File: src/rtl/vm_dispense_ctrl.sv
// ---------------------------------------------------------------------------
// vm_dispense_ctrl
//
// Dispense stage of the vending machine. Takes one vend request (item code and
// change owed in dollars), runs the selected item motor until the slot sensor
// reports the drop, then pays the change out of the coin hopper as 50- and
// 10-dollar coins, one coin per acknowledge handshake. Completion or error is
// reported to the vending core with single-cycle pulses.
//
// Optional feature:
//   VM_DISP_WATCHDOG_EN - adds an 8-bit watchdog that runs while waiting for
//                         the motor (VEND) or the hopper (COIN_WAIT). When it
//                         reaches TIMEOUT the vend is aborted through ERR and
//                         any remaining change is dropped.
//
// Parameters:
//   CHG_W    width of the change amount in dollars
//   TIMEOUT  watchdog limit in cycles (only used with VM_DISP_WATCHDOG_EN)
//
// Ports:
//   clk             clock
//   rst             synchronous active-high reset
//   req             vend request, sampled only while idle
//   item            item code (0 water, 1 black tea, 2 coke, 3 juice)
//   change_amt      change owed in dollars, sampled with req
//   motor_done      slot sensor, high once the item has dropped
//   hopper_ack      hopper released the last requested coin
//   hopper_empty50  50-dollar tube is empty
//   busy            high whenever not idle
//   motor_en        item motor drive
//   motor_id        latched item code
//   coin50          one-cycle 50-dollar coin request
//   coin10          one-cycle 10-dollar coin request
//   done            one-cycle completion pulse
//   err             one-cycle error pulse
//
// All outputs come straight from registers; there is no combinational path
// from any input to any output.
// ---------------------------------------------------------------------------
module vm_dispense_ctrl #(
    parameter int CHG_W   = 8,
    parameter int TIMEOUT = 255
) (
    input  logic             clk,
    input  logic             rst,
    input  logic             req,
    input  logic [1:0]       item,
    input  logic [CHG_W-1:0] change_amt,
    input  logic             motor_done,
    input  logic             hopper_ack,
    input  logic             hopper_empty50,
    output logic             busy,
    output logic             motor_en,
    output logic [1:0]       motor_id,
    output logic             coin50,
    output logic             coin10,
    output logic             done,
    output logic             err
);

    typedef enum logic [2:0] {
        S_IDLE,
        S_VEND,
        S_CHG_SEL,
        S_COIN_WAIT,
        S_DONE,
        S_ERR
    } state_t;

    localparam logic [CHG_W-1:0] COIN_TEN   = CHG_W'(10);
    localparam logic [CHG_W-1:0] COIN_FIFTY = CHG_W'(50);

    state_t           state_reg;
    logic [CHG_W-1:0] remain_reg;
    logic [CHG_W-1:0] coin_val_reg;
    logic             busy_reg;
    logic             motor_en_reg;
    logic [1:0]       motor_id_reg;
    logic             coin50_reg;
    logic             coin10_reg;
    logic             done_reg;
    logic             err_reg;

    // Change that cannot be paid in 10s is refused before anything moves.
    logic             change_ok;
    // Balance once the coin currently in flight has been acknowledged.
    logic [CHG_W-1:0] remain_after_ack;
    // Coin choice for the CHG_SEL cycle being entered. The coin outputs are
    // registered, so the choice is made on the edge that enters CHG_SEL, using
    // the balance that CHG_SEL will hold and the current tube status.
    logic             take50_from_vend;
    logic             take50_from_ack;

    assign change_ok        = (change_amt % COIN_TEN) == '0;
    assign remain_after_ack = remain_reg - coin_val_reg;
    assign take50_from_vend = (remain_reg >= COIN_FIFTY) && !hopper_empty50;
    assign take50_from_ack  = (remain_after_ack >= COIN_FIFTY) && !hopper_empty50;

    // TIMEOUT only matters up to the 8-bit counter range; nothing is built here.
    if (TIMEOUT > 255) begin : g_timeout_beyond_counter
    end

`ifdef VM_DISP_WATCHDOG_EN
    localparam logic [7:0] WD_LIMIT = 8'(TIMEOUT);

    logic [7:0] wd_cnt_reg;
    logic       wd_expired;

    // Counts only while parked in a waiting state. Every exit from VEND or
    // COIN_WAIT lands in a non-waiting state, where the count is cleared, so
    // each wait starts from zero.
    always_ff @(posedge clk) begin
        if (rst) begin
            wd_cnt_reg <= '0;
        end else if (state_reg == S_VEND || state_reg == S_COIN_WAIT) begin
            wd_cnt_reg <= wd_cnt_reg + 8'd1;
        end else begin
            wd_cnt_reg <= '0;
        end
    end

    assign wd_expired = (wd_cnt_reg == WD_LIMIT);
`endif

    always_ff @(posedge clk) begin
        if (rst) begin
            state_reg    <= S_IDLE;
            remain_reg   <= '0;
            coin_val_reg <= '0;
            busy_reg     <= 1'b0;
            motor_en_reg <= 1'b0;
            motor_id_reg <= 2'd0;
            coin50_reg   <= 1'b0;
            coin10_reg   <= 1'b0;
            done_reg     <= 1'b0;
            err_reg      <= 1'b0;
        end else begin
            // Pulse outputs fall back to zero unless a transition raises them.
            coin50_reg <= 1'b0;
            coin10_reg <= 1'b0;
            done_reg   <= 1'b0;
            err_reg    <= 1'b0;

            case (state_reg)
                S_IDLE: begin
                    if (req) begin
                        busy_reg <= 1'b1;
                        if (change_ok) begin
                            motor_id_reg <= item;
                            remain_reg   <= change_amt;
                            motor_en_reg <= 1'b1;
                            state_reg    <= S_VEND;
                        end else begin
                            err_reg   <= 1'b1;
                            state_reg <= S_ERR;
                        end
                    end
                end

                S_VEND: begin
                    if (motor_done) begin
                        motor_en_reg <= 1'b0;
                        if (remain_reg == '0) begin
                            done_reg  <= 1'b1;
                            state_reg <= S_DONE;
                        end else begin
                            if (take50_from_vend) begin
                                coin50_reg   <= 1'b1;
                                coin_val_reg <= COIN_FIFTY;
                            end else begin
                                coin10_reg   <= 1'b1;
                                coin_val_reg <= COIN_TEN;
                            end
                            state_reg <= S_CHG_SEL;
                        end
                    end
`ifdef VM_DISP_WATCHDOG_EN
                    else if (wd_expired) begin
                        motor_en_reg <= 1'b0;
                        remain_reg   <= '0;
                        err_reg      <= 1'b1;
                        state_reg    <= S_ERR;
                    end
`endif
                end

                S_CHG_SEL: begin
                    // The coin request is already on the output this cycle.
                    state_reg <= S_COIN_WAIT;
                end

                S_COIN_WAIT: begin
                    if (hopper_ack) begin
                        remain_reg <= remain_after_ack;
                        if (remain_after_ack == '0) begin
                            done_reg  <= 1'b1;
                            state_reg <= S_DONE;
                        end else begin
                            if (take50_from_ack) begin
                                coin50_reg   <= 1'b1;
                                coin_val_reg <= COIN_FIFTY;
                            end else begin
                                coin10_reg   <= 1'b1;
                                coin_val_reg <= COIN_TEN;
                            end
                            state_reg <= S_CHG_SEL;
                        end
                    end
`ifdef VM_DISP_WATCHDOG_EN
                    else if (wd_expired) begin
                        remain_reg <= '0;
                        err_reg    <= 1'b1;
                        state_reg  <= S_ERR;
                    end
`endif
                end

                S_DONE: begin
                    busy_reg  <= 1'b0;
                    state_reg <= S_IDLE;
                end

                S_ERR: begin
                    busy_reg  <= 1'b0;
                    state_reg <= S_IDLE;
                end

                default: begin
                    busy_reg     <= 1'b0;
                    motor_en_reg <= 1'b0;
                    state_reg    <= S_IDLE;
                end
            endcase
        end
    end

    assign busy     = busy_reg;
    assign motor_en = motor_en_reg;
    assign motor_id = motor_id_reg;
    assign coin50   = coin50_reg;
    assign coin10   = coin10_reg;
    assign done     = done_reg;
    assign err      = err_reg;

endmodule

File: config.mk
export PLATFORM = sky130hd
export DESIGN_NAME = vm_dispense_ctrl
export DESIGN_NICKNAME = d
export VERILOG_FILES = /design/src/rtl/vm_dispense_ctrl.sv
export SDC_FILE = /design/constraint.sdc
export NUM_CORES = 1
export LEC_CHECK = 0
export CORE_MARGIN = 2
export CORE_UTILIZATION = 54
export DETAILED_ROUTE_END_ITERATION = 10
export PLACE_DENSITY = 0.79
export RECOVER_POWER = 100
export SYNTH_ARGS = -nofsm -noshare
export SYNTH_HDL_FRONTEND = slang
export SYNTH_SLANG_ARGS = --single-unit
export TNS_END_PERCENT = 100
File: constraint.sdc
create_clock -name clk -period 3 [get_ports clk]
set_clock_uncertainty 0.1 [all_clocks]
set_input_delay 0.9 -clock clk [delete_from_list [all_inputs] [get_ports clk]]
set_output_delay 0.9 -clock clk [all_outputs]
set_load 0.02 [all_outputs]
### Yosys cells after proc, flatten, opt, wreduce, memory -nomap -nowiden

Index checks and enable logic that the tools add are counted.

* $lt $le $gt $ge: 2
* div/mod/pow operators: 1
* add/sub/neg operators: 1
* mux-type cells: 44
* bitwise logic cells: 4
* reductions and logical operators: 18
* eq/ne operators: 11

Operator list (number)
* $mux 8: 7
* $pmux 8 s2: 2
* $logic_not 8->1: 3
* $mux 1: 21
* $mux 3: 6
* $ge 8x6->1 const B: 2
* $mux 6: 2
* $ne 2x2->1 const B: 6
* $pmux 3 s4: 1
* $mod 8x4->8 const B: 1
* $pmux 1 s2: 4
* $reduce_and 4->1: 2
* $sub 8x8->8: 1
* $eq 3x2->1 const B: 2
* $eq 3x3->1 const B: 2
* $reduce_and 3->1: 2
* $reduce_or 3->1: 2
* $reduce_and 5->1: 1
* $not 1->1: 4
* $reduce_bool 2->1: 2
* $reduce_or 4->1: 1
* $eq 3x1->1 const B: 1
* $logic_not 3->1: 1
* $pmux 1 s3: 1
* other kinds (3): 4

* output and inout port bits: 8
* register bits after elaboration: 27
* input port bits: 16
* logic and storage cells: 91

### Logic depth before layout (Yosys ltp)

* depth after elaboration: 7
* gate-level depth with buffers: 10
* mapped depth without buffers: 10

### Worst setup path after synthesis

No wires, ideal clock.

* kind: input -> register
* start point: input port change_amt[3]
* end point: register remain_reg[1]
* slack: 0.204 ns
* arrival: 2.575 ns
* path buffers: 1
* stages on the path: 8
* library setup time: 0.121 ns
* cell sequence: buf_2 mux2i_1 mux2_2 o32a_1 a21o_1 a211oi_4 a21boi_4 mux2_4

* word-level cells in the longest chain between the ends: 4

Ends and longest elaborated chain
* start, declared: line 48 `input logic [CHG_W-1:0] change_amt,`
* $mod 8x4->8: line 94 `assign change_ok = (change_amt % COIN_TEN) == '0;`
* $logic_not 8->1: line 94
* $ne 2x2->1 (no line)
* $reduce_and 4->1 (no line)
* end signal, assigned: line 150 `remain_reg <= change_amt;`
* end signal, assigned: line 194 `remain_reg <= remain_after_ack;`
* end, declared: line 74 `logic [CHG_W-1:0] remain_reg;`

Every way passes these cells.
A chain may end at the register's enable or synchronous reset.

### Worst setup path in the final report

* start point: input port change_amt[3]
* end point: register remain_reg[6]

Same word-level chain as after synthesis.

==> flow_summary_export.csv <==
group,metric,value,unit
outcome,status,"finished, final reports clean",
sta,period_share,0.961,
detailed_routing,drtIter0Drc,75,
floorplan,dieArea,3510,um2
floorplan,dieWidth,59.2,um
logic_synthesis,netlist.area_leader.share,0.267,
grt,grt_start_max_net_pins,26,
logic_synthesis,synth_nets,225,
layout,nets,259,
sta,finalCriticalPeriod,2.88,ns
floorplan,pin_count,24,
clock_tree,clockBufferDepth,2,
clock_tree,cts_made_buffers,3,
power,powerDensity,383,nW/um2
logic_synthesis,ys_types,53,
layout,regArea,440,um2
critical_path,cp.required,3.12,ns
layout,multi_input_area,1120,um2
clock_tree,cts_tree,"done",
logic_synthesis,synthTopCellsByArea,"dfxtp_1, mux2_4, a21oi_1",
power,internal-power,0.555,mW
clock_tree,clock_latency,0.32,ns
critical_path,worst-path-buf-inv,2,
worst_hold_path,hold_path_end,"coin_val_reg[3]",
power,ir_drop,0.223,mV
sta,hold_ws,0.382,ns
placed_design,pre_cts_ws,-0.407,ns
layout,most-common-layout-cells,"dfxtp_1, nor2_1, a21oi_1, nand2_1, buf_4",
critical_path,cp-start-kind,"primary input",
grt,antenna_found_initial,0,
grt,gr-usage-all-layers,0.265,
layout,fillCellCount,245,
critical_path,worstPathMaxFanout,6,
worst_hold_path,hold_class,"flip-flop to flip-flop",
detailed_routing,dr.pass1.iters,4,
sta,tightest_slew,1.08,ns
logic_synthesis,synthCells,204,
logic_synthesis,ys_warn_count,0,
job,max_cap_violations,0,
logic_synthesis,avgSynthCellArea,8.08,um2
grt,grt_pass1_wl,7.30,mm
critical_path,worstReg2RegStart,"remain_reg[3]",
layout,largest_reg_flops,8,
floorplan,start_util,0.553,
layout,antenna_cells,0,
placed_design,dp.cells,263,
logic_synthesis,synth_area,1650,um2
floorplan,rows,20,
critical_path,arrival,3.01,ns
critical_path,reg2reg_slack,0.26,ns
power,leakagePower,0.868,nW
sta,hold_viol_final,0,
worst_hold_path,holdPathStages,2,
grt,overflow,0,
critical_path,rr_worst_depth,8,
power,switchingPower,0.240,mW
worst_hold_path,min_from,"coin_val_reg[3]",
detailed_routing,routedWlPerCell,15.7,um
critical_path,critPathCaptureType,"flip-flop",
sta,setup_viol,0,
critical_path,rr_endpoint,"coin_val_reg[4]",
logic_synthesis,ys_ff_latch,22,
sta,drv_slew,0,
layout,final_common_cell,"dfxtp_1",
layout,layout-drive-gt1-share,0.148,
placed_design,placed_area,1970,um2
sta,slew_headroom,0.281,
floorplan,core-area,2980,um2
layout,fin_area,2070,um2
power,swShare,0.302,
critical_path,worstSetupPathType,"primary input to flip-flop",
grt,grt_pass1_vias,1628,
placed_design,port-buffer-count,23,
sta,setup_ws,0.117,ns
power,power,0.795,mW
logic_synthesis,synth_flop_cell,"dfxtp_1",
clock_tree,cts_sinks,22,
clock_tree,clk_root_buffer_cell,"clkbuf_4",
power,p_clk_frac,0.292,
logic_synthesis,postSynth.asyncResetShare,0,
detailed_routing,drcViolationCount,0,
detailed_routing,via_per_inst,6.13,
placed_design,hpwl,3.03,mm
detailed_routing,antenna_left,0,
power,pwr-share-seq,0.403,
power,comb_power_share,0.306,
sta,rsz0062_at_grt,"false",
logic_synthesis,synth_top_area_cell,"dfxtp_1",
critical_path,slowest_stage,"or3b_1",
detailed_routing,totalWireLength,4.23,mm
logic_synthesis,ys_seq_area_frac,0.267,
placed_design,gp_congestion,1.01,
logic_synthesis,synth_edf_count,0,
sta,fmax,0.347,GHz
critical_path,crit_family,"compound AO/OA/AOI/OAI gates",
sta,tns,0,ns
critical_path,max_stage_delay,0.38,ns
critical_path,path_cells,"dlygate4sd2_1, or3b_1, o211ai_1, a222oi_1, xnor2_1, a211oi_4, a21boi_1, buf_12, mux2_4",
layout,syn_to_final_growth,25.8,%
layout,utilization,0.696,
clock_tree,h-tree-depth,1,
clock_tree,clk_pin_slew,0.14,ns
layout,finalNonFillerCells,270,
detailed_routing,vias,1655,
floorplan,die-height,59.2,um
==> metal layers <==
layer | global-route usage | vias to the layer above | wire, um
li1 | - | 811 | -
met1 | 0.339 | 777 | 1880
met2 | 0.440 | 52 | 2080
met3 | 0.0611 | 15 | 179
met4 | 0.0812 | 0 | 86
met5 | 0 | - | 0
==> worst max-delay path by stage <==
stage / start / to / slack [ns] / cells past startpoint
global route: change_amt[3] / remain_reg[2] / 0.07 / 9
finish: change_amt[3] / remain_reg[6] / 0.12 / 9
global placement: change_amt[4] / remain_reg[5] / -0.35 / 8
CTS: change_amt[4] / remain_reg[5] / 0.002 / 9
detailed placement: change_amt[3] / remain_reg[5] / -0.41 / 8
floorplan: change_amt[3] / remain_reg[1] / 0.20 / 8
==> Yosys cell counts (all sizes together), types with 4 or more instances <==
master and number:
nand2 11, nor2 20, mux2 8, a211oi 6, nand3 10, or3 4
a21oi 16, nor2b 12, ha 5, dfxtp 22, buf 6, inv 8
o211ai 4, a21o 4, clkbuf 5, nor3 10, o21ai 7
==> power by group through the flow <==
stage               Sequential [mW]  Combinational [mW]  Clock, mW
finish                        0.320               0.243      0.232
global route                  0.322               0.265      0.247
CTS                           0.320               0.241      0.234
detailed placement            0.326               0.232          0
global placement              0.326               0.225          0
floorplan                     0.323               0.160          0
==> logic make-up (layout without fill, tap and decap cells) <==
group | count (synthesis) | count (layout) | synth area share
AOI/OAI and AO/OA | 57 | 57 | 0.252
xor gates and xnor gates | 6 | 6 | 0.0319
adders and majority gates | 5 | 5 | 0.0380
buffers and inverters | 20 | 53 | 0.0562
DFF | 22 | 22 | 0.267
muxes | 11 | 11 | 0.0866
and+or+nand+nor | 83 | 83 | 0.268
==> timing repair <==
| action | 4_1_cts | 5_1_grt |
|---|---|---|
| resized for setup | 6 | 9 |
| pin swaps | 7 | 5 |
| hold buffers | 0 | 0 |
| gates cloned | 0 | 1 |
| setup endpoints to repair | 7 | 11 |
| buffers inserted | 2 | 0 |
==> tightest hold or removal path, cell delays in order, from the launching register on <==
cell	delay (ns)
dfxtp_1	0.32
inv_1	0.07
a211oi_1	0.06
==> layout make-up <==
class / instances / share of cell area
clock buffers: 3 / 0.0109
flip-flops and latches: 22 / 0.212
well taps: 33 / 0.0199
clock inverters: 1 / 0.0145
inverters: 9 / 0.0163
repair buffers: 40 / 0.183
multi-input cells: 162 / 0.543
Power figures use the tool's default switching activity.
